File: config.mk
export PLATFORM = sky130hd
export DESIGN_NAME = cpu_bus_scheduler
export DESIGN_NICKNAME = d
export VERILOG_FILES = /design/src/rtl/cpu_bus_scheduler.sv
export SDC_FILE = /design/constraint.sdc
export NUM_CORES = 1
export LEC_CHECK = 0
export CORE_MARGIN = 2
export CORE_UTILIZATION = 30
export DETAILED_ROUTE_END_ITERATION = 10
export PLACE_DENSITY = 0.8
export SYNTH_ARGS = -nofsm -noshare
export SYNTH_HDL_FRONTEND = slang
export SYNTH_SLANG_ARGS = --single-unit
export TNS_END_PERCENT = 100
File: constraint.sdc
create_clock -name ACLK -period 2.05 [get_ports ACLK]
set_input_delay 0.41 -clock ACLK [delete_from_list [all_inputs] [get_ports ACLK]]
set_output_delay 0.41 -clock ACLK [all_outputs]
set_load 0.01 [all_outputs]
File: src/rtl/cpu_bus_scheduler.sv
// cpu_bus_scheduler
//   Serializes CPU bus traffic between the IM fetch master (M0) and the DM
//   load/store master (M1). Only one AXI transaction is in flight at a time.
//   A wrapper may raise its AR/AW valid only while it holds the grant.
//   DM normally wins arbitration. IM is protected by a starvation counter.
//   A DM write to the same slave region as a pending IM read goes first, so
//   the read observes the write (read-after-write ordering).
// Ports
//   ACLK, ARESETn               clock (rising edge), async active-low reset
//   im_req / im_addr            IM read request and its address
//   im_ar_hs, im_rlast_hs       M0 AR handshake, M0 last-beat R handshake
//   dm_rreq / dm_wreq / dm_addr DM read/write request and its address
//   dm_ar_hs, dm_aw_hs          M1 AR / AW handshakes
//   dm_rlast_hs, dm_b_hs        M1 last-beat R handshake, M1 B handshake
//   im_gnt, dm_gnt              registered grants
//   dm_is_write                 direction of the current/last DM grant
//   busy                        a transaction is in flight
module cpu_bus_scheduler #(
   parameter int ADDR_W     = 32,
   parameter int REGION_LSB = 16,
   parameter int MAX_WAIT   = 4
) (
   input  logic              ACLK,
   input  logic              ARESETn,
   input  logic              im_req,
   input  logic [ADDR_W-1:0] im_addr,
   input  logic              im_ar_hs,
   input  logic              im_rlast_hs,
   input  logic              dm_rreq,
   input  logic              dm_wreq,
   input  logic [ADDR_W-1:0] dm_addr,
   input  logic              dm_ar_hs,
   input  logic              dm_aw_hs,
   input  logic              dm_rlast_hs,
   input  logic              dm_b_hs,
   output logic              im_gnt,
   output logic              dm_gnt,
   output logic              dm_is_write,
   output logic              busy
);

   localparam logic [3:0] MAX_WAIT_C = 4'(MAX_WAIT);

   typedef enum logic [2:0] {
      IDLE, IM_AR, IM_R, DM_AR, DM_R, DM_AW, DM_B
   } state_e;

   state_e     state_q, state_d;
   logic [3:0] wait_cnt_q, wait_cnt_d;
   logic       dm_wr_q, dm_wr_d;
   logic       same_region;
   logic       dm_pick;

   assign same_region = (im_addr[ADDR_W-1:REGION_LSB] == dm_addr[ADDR_W-1:REGION_LSB]);

   always_comb begin
      state_d    = state_q;
      wait_cnt_d = wait_cnt_q;
      dm_wr_d    = dm_wr_q;
      dm_pick    = 1'b0;
      unique case (state_q)
         IDLE: begin
            // Same-region write goes ahead of the IM read even when IM is
            // starved; the counter stays saturated so IM wins next time.
            if (dm_wreq && im_req && same_region) begin
               state_d = DM_AW;
               dm_wr_d = 1'b1;
               dm_pick = 1'b1;
            end else if (im_req && (wait_cnt_q == MAX_WAIT_C)) begin
               state_d    = IM_AR;
               wait_cnt_d = 4'd0;
            end else if (dm_wreq) begin
               state_d = DM_AW;
               dm_wr_d = 1'b1;
               dm_pick = 1'b1;
            end else if (dm_rreq) begin
               state_d = DM_AR;
               dm_wr_d = 1'b0;
               dm_pick = 1'b1;
            end else if (im_req) begin
               state_d    = IM_AR;
               wait_cnt_d = 4'd0;
            end
            // Count DM wins only while IM is actually waiting.
            if (dm_pick && im_req)
               wait_cnt_d = (wait_cnt_q >= MAX_WAIT_C) ? MAX_WAIT_C : wait_cnt_q + 4'd1;
         end
         IM_AR: if (im_ar_hs)    state_d = IM_R;
         IM_R:  if (im_rlast_hs) state_d = IDLE;
         DM_AR: if (dm_ar_hs)    state_d = DM_R;
         DM_R:  if (dm_rlast_hs) state_d = IDLE;
         DM_AW: if (dm_aw_hs)    state_d = DM_B;
         DM_B:  if (dm_b_hs)     state_d = IDLE;
         default: state_d = IDLE;
      endcase
   end

   // Outputs are registered from the next state so they line up with state_q.
   always_ff @(posedge ACLK or negedge ARESETn) begin
      if (!ARESETn) begin
         state_q     <= IDLE;
         wait_cnt_q  <= 4'd0;
         dm_wr_q     <= 1'b0;
         im_gnt      <= 1'b0;
         dm_gnt      <= 1'b0;
         dm_is_write <= 1'b0;
         busy        <= 1'b0;
      end else begin
         state_q     <= state_d;
         wait_cnt_q  <= wait_cnt_d;
         dm_wr_q     <= dm_wr_d;
         im_gnt      <= (state_d == IM_AR);
         dm_gnt      <= (state_d == DM_AR) || (state_d == DM_AW);
         dm_is_write <= dm_wr_d;
         busy        <= (state_d != IDLE);
      end
   end

endmodule

# ---- Word-level counts from Yosys, hierarchy flattened
# Index checks and enable logic that the tools add are counted.
dict set report classes {
  reduce_logical 11
  n_mux 28
  add_sub_neg 1
  n_eq_ne 15
  n_lt_le_gt_ge 1
  multipliers 0
  n_shift 0
  n_bitwise 0
  div_mod_pow 0
}
# operator n
set op_table {}
lappend op_table {{3-bit two-way mux} 11}
lappend op_table {{4-bit two-way mux} 7}
lappend op_table {{3-bit case mux with 7 select lines} 1}
lappend op_table {{16-bit equality test} 1}
lappend op_table {{3-bit equality test, second input constant} 4}
lappend op_table {{3-bit by 2-bit equality test with 1-bit output, second input constant} 3}
lappend op_table {{1-bit two-way mux} 9}
lappend op_table {{3-bit nonzero test} 3}
lappend op_table {{3-bit by 1-bit equality test with 1-bit output, second input constant} 2}
lappend op_table {{3-bit by 1-bit != test with 1-bit output, second input constant} 2}
lappend op_table {{5-bit AND reduction} 1}
lappend op_table {{4-bit by 1-bit adder with 4-bit output, second input constant} 1}
lappend op_table {{4-bit by 3-bit equality test with 1-bit output, second input constant} 1}
lappend op_table {{4-bit by 3-bit >= comparator with 1-bit output, second input constant} 1}
lappend op_table {{1-bit logical AND} 4}
lappend op_table {{3-bit zero test} 1}
lappend op_table {{3-bit AND reduction} 1}
lappend op_table {{2-bit by 1-bit != test with 1-bit output, second input constant} 1}
lappend op_table {{2-bit != test, second input constant} 1}
lappend op_table {{1-bit logical OR} 1}
dict set report totals {
  reg_bits 11
  latch_bits 0
  romBits 0
  mem_bits_rw 0
  inputBits 75
  mem_count 0
}

# ---- Depth between registers and ports, before layout
dict set report logic_depth {
  word_depth 8
  depth_mapped 8
  depth_no_buf 8
}

# ---- Worst setup path after synthesis
# OpenSTA, ideal clock, no wires.
dict set report synth_path {
  kind {register to register}
  from {register wait_cnt_q[0]}
  to {register im_gnt}
  arrival_time_ps 1580
  synth_period_minus_slack_ps 1660
  setup_ps 80
  t_required_ps 1970
  stages_incl_launch_ff 9
  n_path_buf 0
  slack_ps 390
  path_cell_list {dfrtp_1 > inv_1 > ha_1 > nand4b_2 > and2_4 > a222oi_1 > o31a_2 > inv_2 > nor3_2}
}
dict set report synth_between {
  elab_chain_cells 6
}
# item line
set synth_lines {}
lappend synth_lines {{start: declaration} 49} ;# logic [3:0] wait_cnt_q, wait_cnt_d;
lappend synth_lines {{start signal: assignment} 110} ;# wait_cnt_q <= wait_cnt_d;
lappend synth_lines {{4-bit by 3-bit equality test with 1-bit output} 69} ;# end else if (im_req && (wait_cnt_q == MAX_WAIT_C)) begin
lappend synth_lines {{1-bit logical AND} 69}
lappend synth_lines {{3-bit two-way mux} 69}
lappend synth_lines {{3-bit two-way mux} 65} ;# if (dm_wreq && im_req && same_region) begin
lappend synth_lines {{3-bit case mux with 7 select lines} 61} ;# unique case (state_q)
lappend synth_lines {{named net state_d[2]} 48} ;# state_e state_q, state_d;
lappend synth_lines {{3-bit by 1-bit equality test with 1-bit output} 112} ;# im_gnt <= (state_d == IM_AR);
lappend synth_lines {{end signal: assignment} 112}
lappend synth_lines {{end: declaration} 36} ;# output logic im_gnt,
# The timed path passes the listed nets, and every way through them passes these cells.
# A chain may end at the register's enable or synchronous reset.

# ---- Worst setup path in the final report
dict set report layout_path {
  from {input dm_addr[27]}
  to {register dm_gnt}
}
dict set report layout_between {
  elab_chain_cells 6
  elab_cells_between_ends 7
  cone_classes {3 x eq/ne; 2 x mux; 2 x reduce/logical}
}
# item line
set layout_lines {}
lappend layout_lines {{start: declaration} 31} ;# input logic [ADDR_W-1:0] dm_addr,
lappend layout_lines {{16-bit equality test (*)} 54} ;# assign same_region = (im_addr[ADDR_W-1:REGION_LSB] == dm_addr[ADDR_W-1:REGION_LSB]);
lappend layout_lines {{1-bit logical AND (*)} 65}
lappend layout_lines {{3-bit two-way mux (*)} 65}
lappend layout_lines {{3-bit case mux with 7 select lines (*)} 61}
lappend layout_lines {{3-bit by 2-bit equality test with 1-bit output or 3-bit equality test (tied branches)} 113} ;# dm_gnt <= (state_d == DM_AR) || (state_d == DM_AW);
lappend layout_lines {{1-bit logical OR (*)} 113}
lappend layout_lines {{end signal: assignment} 113}
lappend layout_lines {{end: declaration} 37} ;# output logic dm_gnt,
# Every way passes the cells marked *; elsewhere a longest branch is shown, timed or not.

==> metrics.txt <==
status finished, final reports clean; drt total wl 2230 um; via count 822; Setup crit end kind flop; # diodes 0; total gr overflow 0; Rows 19; Worst Setup SP dm_addr[27]; initial antenna violation count 0; Worst Hold Class in2async; clock buffer depth 2; Area contributors post-synth dfrtp_1 32%, xor2_1 16%, clkbuf_8 3.2%; core area 2710 um2; Vias/cell 4.89; area delta synth->final 60.9%; Most used DFF post-synth dfrtp_1; CP Max Fanout 3; TritonCTS Buffers 3; Worst Path Buf+Inv 1; root buf cell clkbuf_4; R2R cell count 8; FMAX 550 MHz; Max rail drop VDD 0.000771 V; CTS hold repair buffers 0; Initial DRC Count 17; ys async rst share 100%; critical path depth 6; Least-Margin Pin Slew 0.466 ns; clk slew on worst S/H paths 0.07 ns; final hold viol count 0; Residual DRC 0; RSZ-0062 raised after global routing false; Crit-path slowest cell clkdlybuf4s50_1; CP Capture Point dm_gnt; post-synth net total 164; die width 57.1 um; layout filler cell count 269; Starting Density 31.3%; CTS H-tree depth 1; R2R Path Start wait_cnt_q[0]; Setup Buffers After CTS 0; slowest stage delay, CP 0.41 ns; final setup violation count 0; Syn Inst Count 87; Synth Register Bits 11; dominant cell type by area after synthesis dfrtp_1; synth warn 0; Startpoint Class input port; Worst Path Required 2.24 ns; CTS Sinks 11; commonest cells in the netlist 15 x xor2_1, 11 x dfrtp_1, 6 x inv_1, 6 x nand2_1; largest net degree at the start of global routing 14; Die H 57.1 um; first-pass GRT wire length 3770 um; sequential-to-total area share from yosys stat 32.5%; Final ANT Viol Nets 0; number of flops mapped to enable cells by yosys 0; DP Wirelength 1850 um; family with the most delay on the worst path compound AO/OA/AOI/OAI gates; Total GRT Usage 14.7%; worst hold slack 0.454 ns; fin. max-slew vios 0; Synth top area share 32.5%; leakage 0.583 nW; drt pass-1 iters 4; syn avg cell area 9.74 um2; GP Congestion 0.844; Max Cap Viol 0; Slew headroom 68.8%; Worst-Skew Late Latency 0.27 ns; Crit Path Class in2reg; most numerous cell in the Yosys netlist xor2_1; ratio of cells with drive above 1 in the final layout 10.9%; crit path cell chain clkdlybuf4s50_1 > xor2_1 > nor4_1 > nand4_1 > o31a_2 > a21oi_1; pwr/cell area 895 nW/um2; reg2reg setup slack 0.27 ns; PostCTS Resize Cnt 0; Final Cycle Share 88.6%; Die ar. 3260 um2; setup TNS 0 ns; Critical Path AT 2.01 ns; number of global-route vias before repair 897; Syn Std Cell Area 847 um2; WL/cell 13.3 um; reg-to-reg endpoint im_gnt; Port-buffer cells 46; Ports 79; CTS tree done; final period demand of the worst path 1.82 ns; clk_skew 0.00473 ns; Distinct cells, synth 39; fin nets 215
-- routing by layer --
| metal | up-vias | track usage, % | wire length (um) |
|---|---|---|---|
| li1 | 408 | - | - |
| met1 | 389 | 16.0 | 947 |
| met2 | 19 | 26.9 | 1140 |
| met3 | 6 | 3.40 | 89 |
| met4 | 0 | 6.64 | 47 |
| met5 | - | 0 | 0 |
-- cells in the final DEF (no fill, tap or decap), types with 3 or more instances in the layout --
| cell type | instances |
|---|---|
| clkdlybuf4s50_1 | 46 |
| xor2_1 | 15 |
| dfrtp_1 | 11 |
| inv_1 | 6 |
| nand2_1 | 6 |
| nor4_1 | 3 |
| nor3b_1 | 3 |
| a21oi_1 | 3 |
| nor2_1 | 3 |
| clkbuf_4 | 3 |
| buf_4 | 3 |
-- sequential cells by signal, summed over array words and instances (netlist names) --
signal,cells
wait_cnt_q,4
dm_gnt,1
im_gnt,1
state_q,3
busy,1
dm_wr_q,1
-- kinds of logic (layout without fill, tap and decap cells) --
kind of cell / after synthesis / in the layout / share of synthesized area [%]
and+or+nand+nor: 29 / 29 / 22.3
xor gates and xnor gates: 16 / 16 / 16.5
adders and majority gates: 2 / 2 / 2.95
buffers and inverters: 10 / 60 / 6.94
AOI/OAI and AO/OA: 16 / 16 / 15.1
DFF: 11 / 11 / 32.5
muxes: 3 / 3 / 3.69
-- worst reg2reg max path, cell delays in order (launching register included) --
cell,delay (ns)
dfrtp_1,0.40
inv_1,0.09
ha_1,0.17
nand4b_2,0.11
and2_4,0.18
a222oi_1,0.31
o31a_2,0.23
inv_2,0.05
nor3_2,0.17
-- report_power, final --
group / internal [W] / leakage [nW] / switching (W) / total, W
Combinational: 0.000380 / 0.428 / 0.000263 / 0.000643
Clock: 0.0000755 / 0.0150 / 0.0000726 / 0.000148
Sequential: 0.000302 / 0.140 / 0.000127 / 0.000429
-- layout make-up --
| cell class | count | area (um2) | area share [%] |
|---|---|---|---|
| Multi-Input combinational cell | 66 | 513 | 37.6 |
| Timing Repair Buffer | 49 | 483 | 35.4 |
| Sequential cell | 11 | 275 | 20.2 |
| Tap cell | 31 | 38.8 | 2.85 |
| Clock buffer | 4 | 26.3 | 1.93 |
| Inverter | 7 | 26.3 | 1.93 |
-- metrics by stage --
step / cell area (um2) / cells / util [%] / worst slack (ns) / power, W
finish: 1360 / 168 / 50.3 / 0.233 / 0.00122
global route: 1360 / 168 / 50.3 / 0.135 / 0.00132
CTS: 1360 / 168 / 50.3 / 0.238 / 0.00123
detailed placement: 1340 / 164 / 49.3 / -0.0297 / 0.00107
global placement: 1340 / 164 / 49.3 / -0.0438 / 0.00104
floorplan: 847 / 87 / - / 0.390 / 0.000851
-- worst min-delay path by stage --
stage / to / cells after the start / from
final: state_q[0] / 1 / ARESETn
after detailed placement: wait_cnt_q[1] / 1 / wait_cnt_q[1]
after global placement: wait_cnt_q[1] / 1 / wait_cnt_q[1]
after CTS: wait_cnt_q[2] / 1 / ARESETn
after global routing: state_q[0] / 1 / ARESETn
after floorplan: busy / 0 / ARESETn
Power figures use the tool's default switching activity.
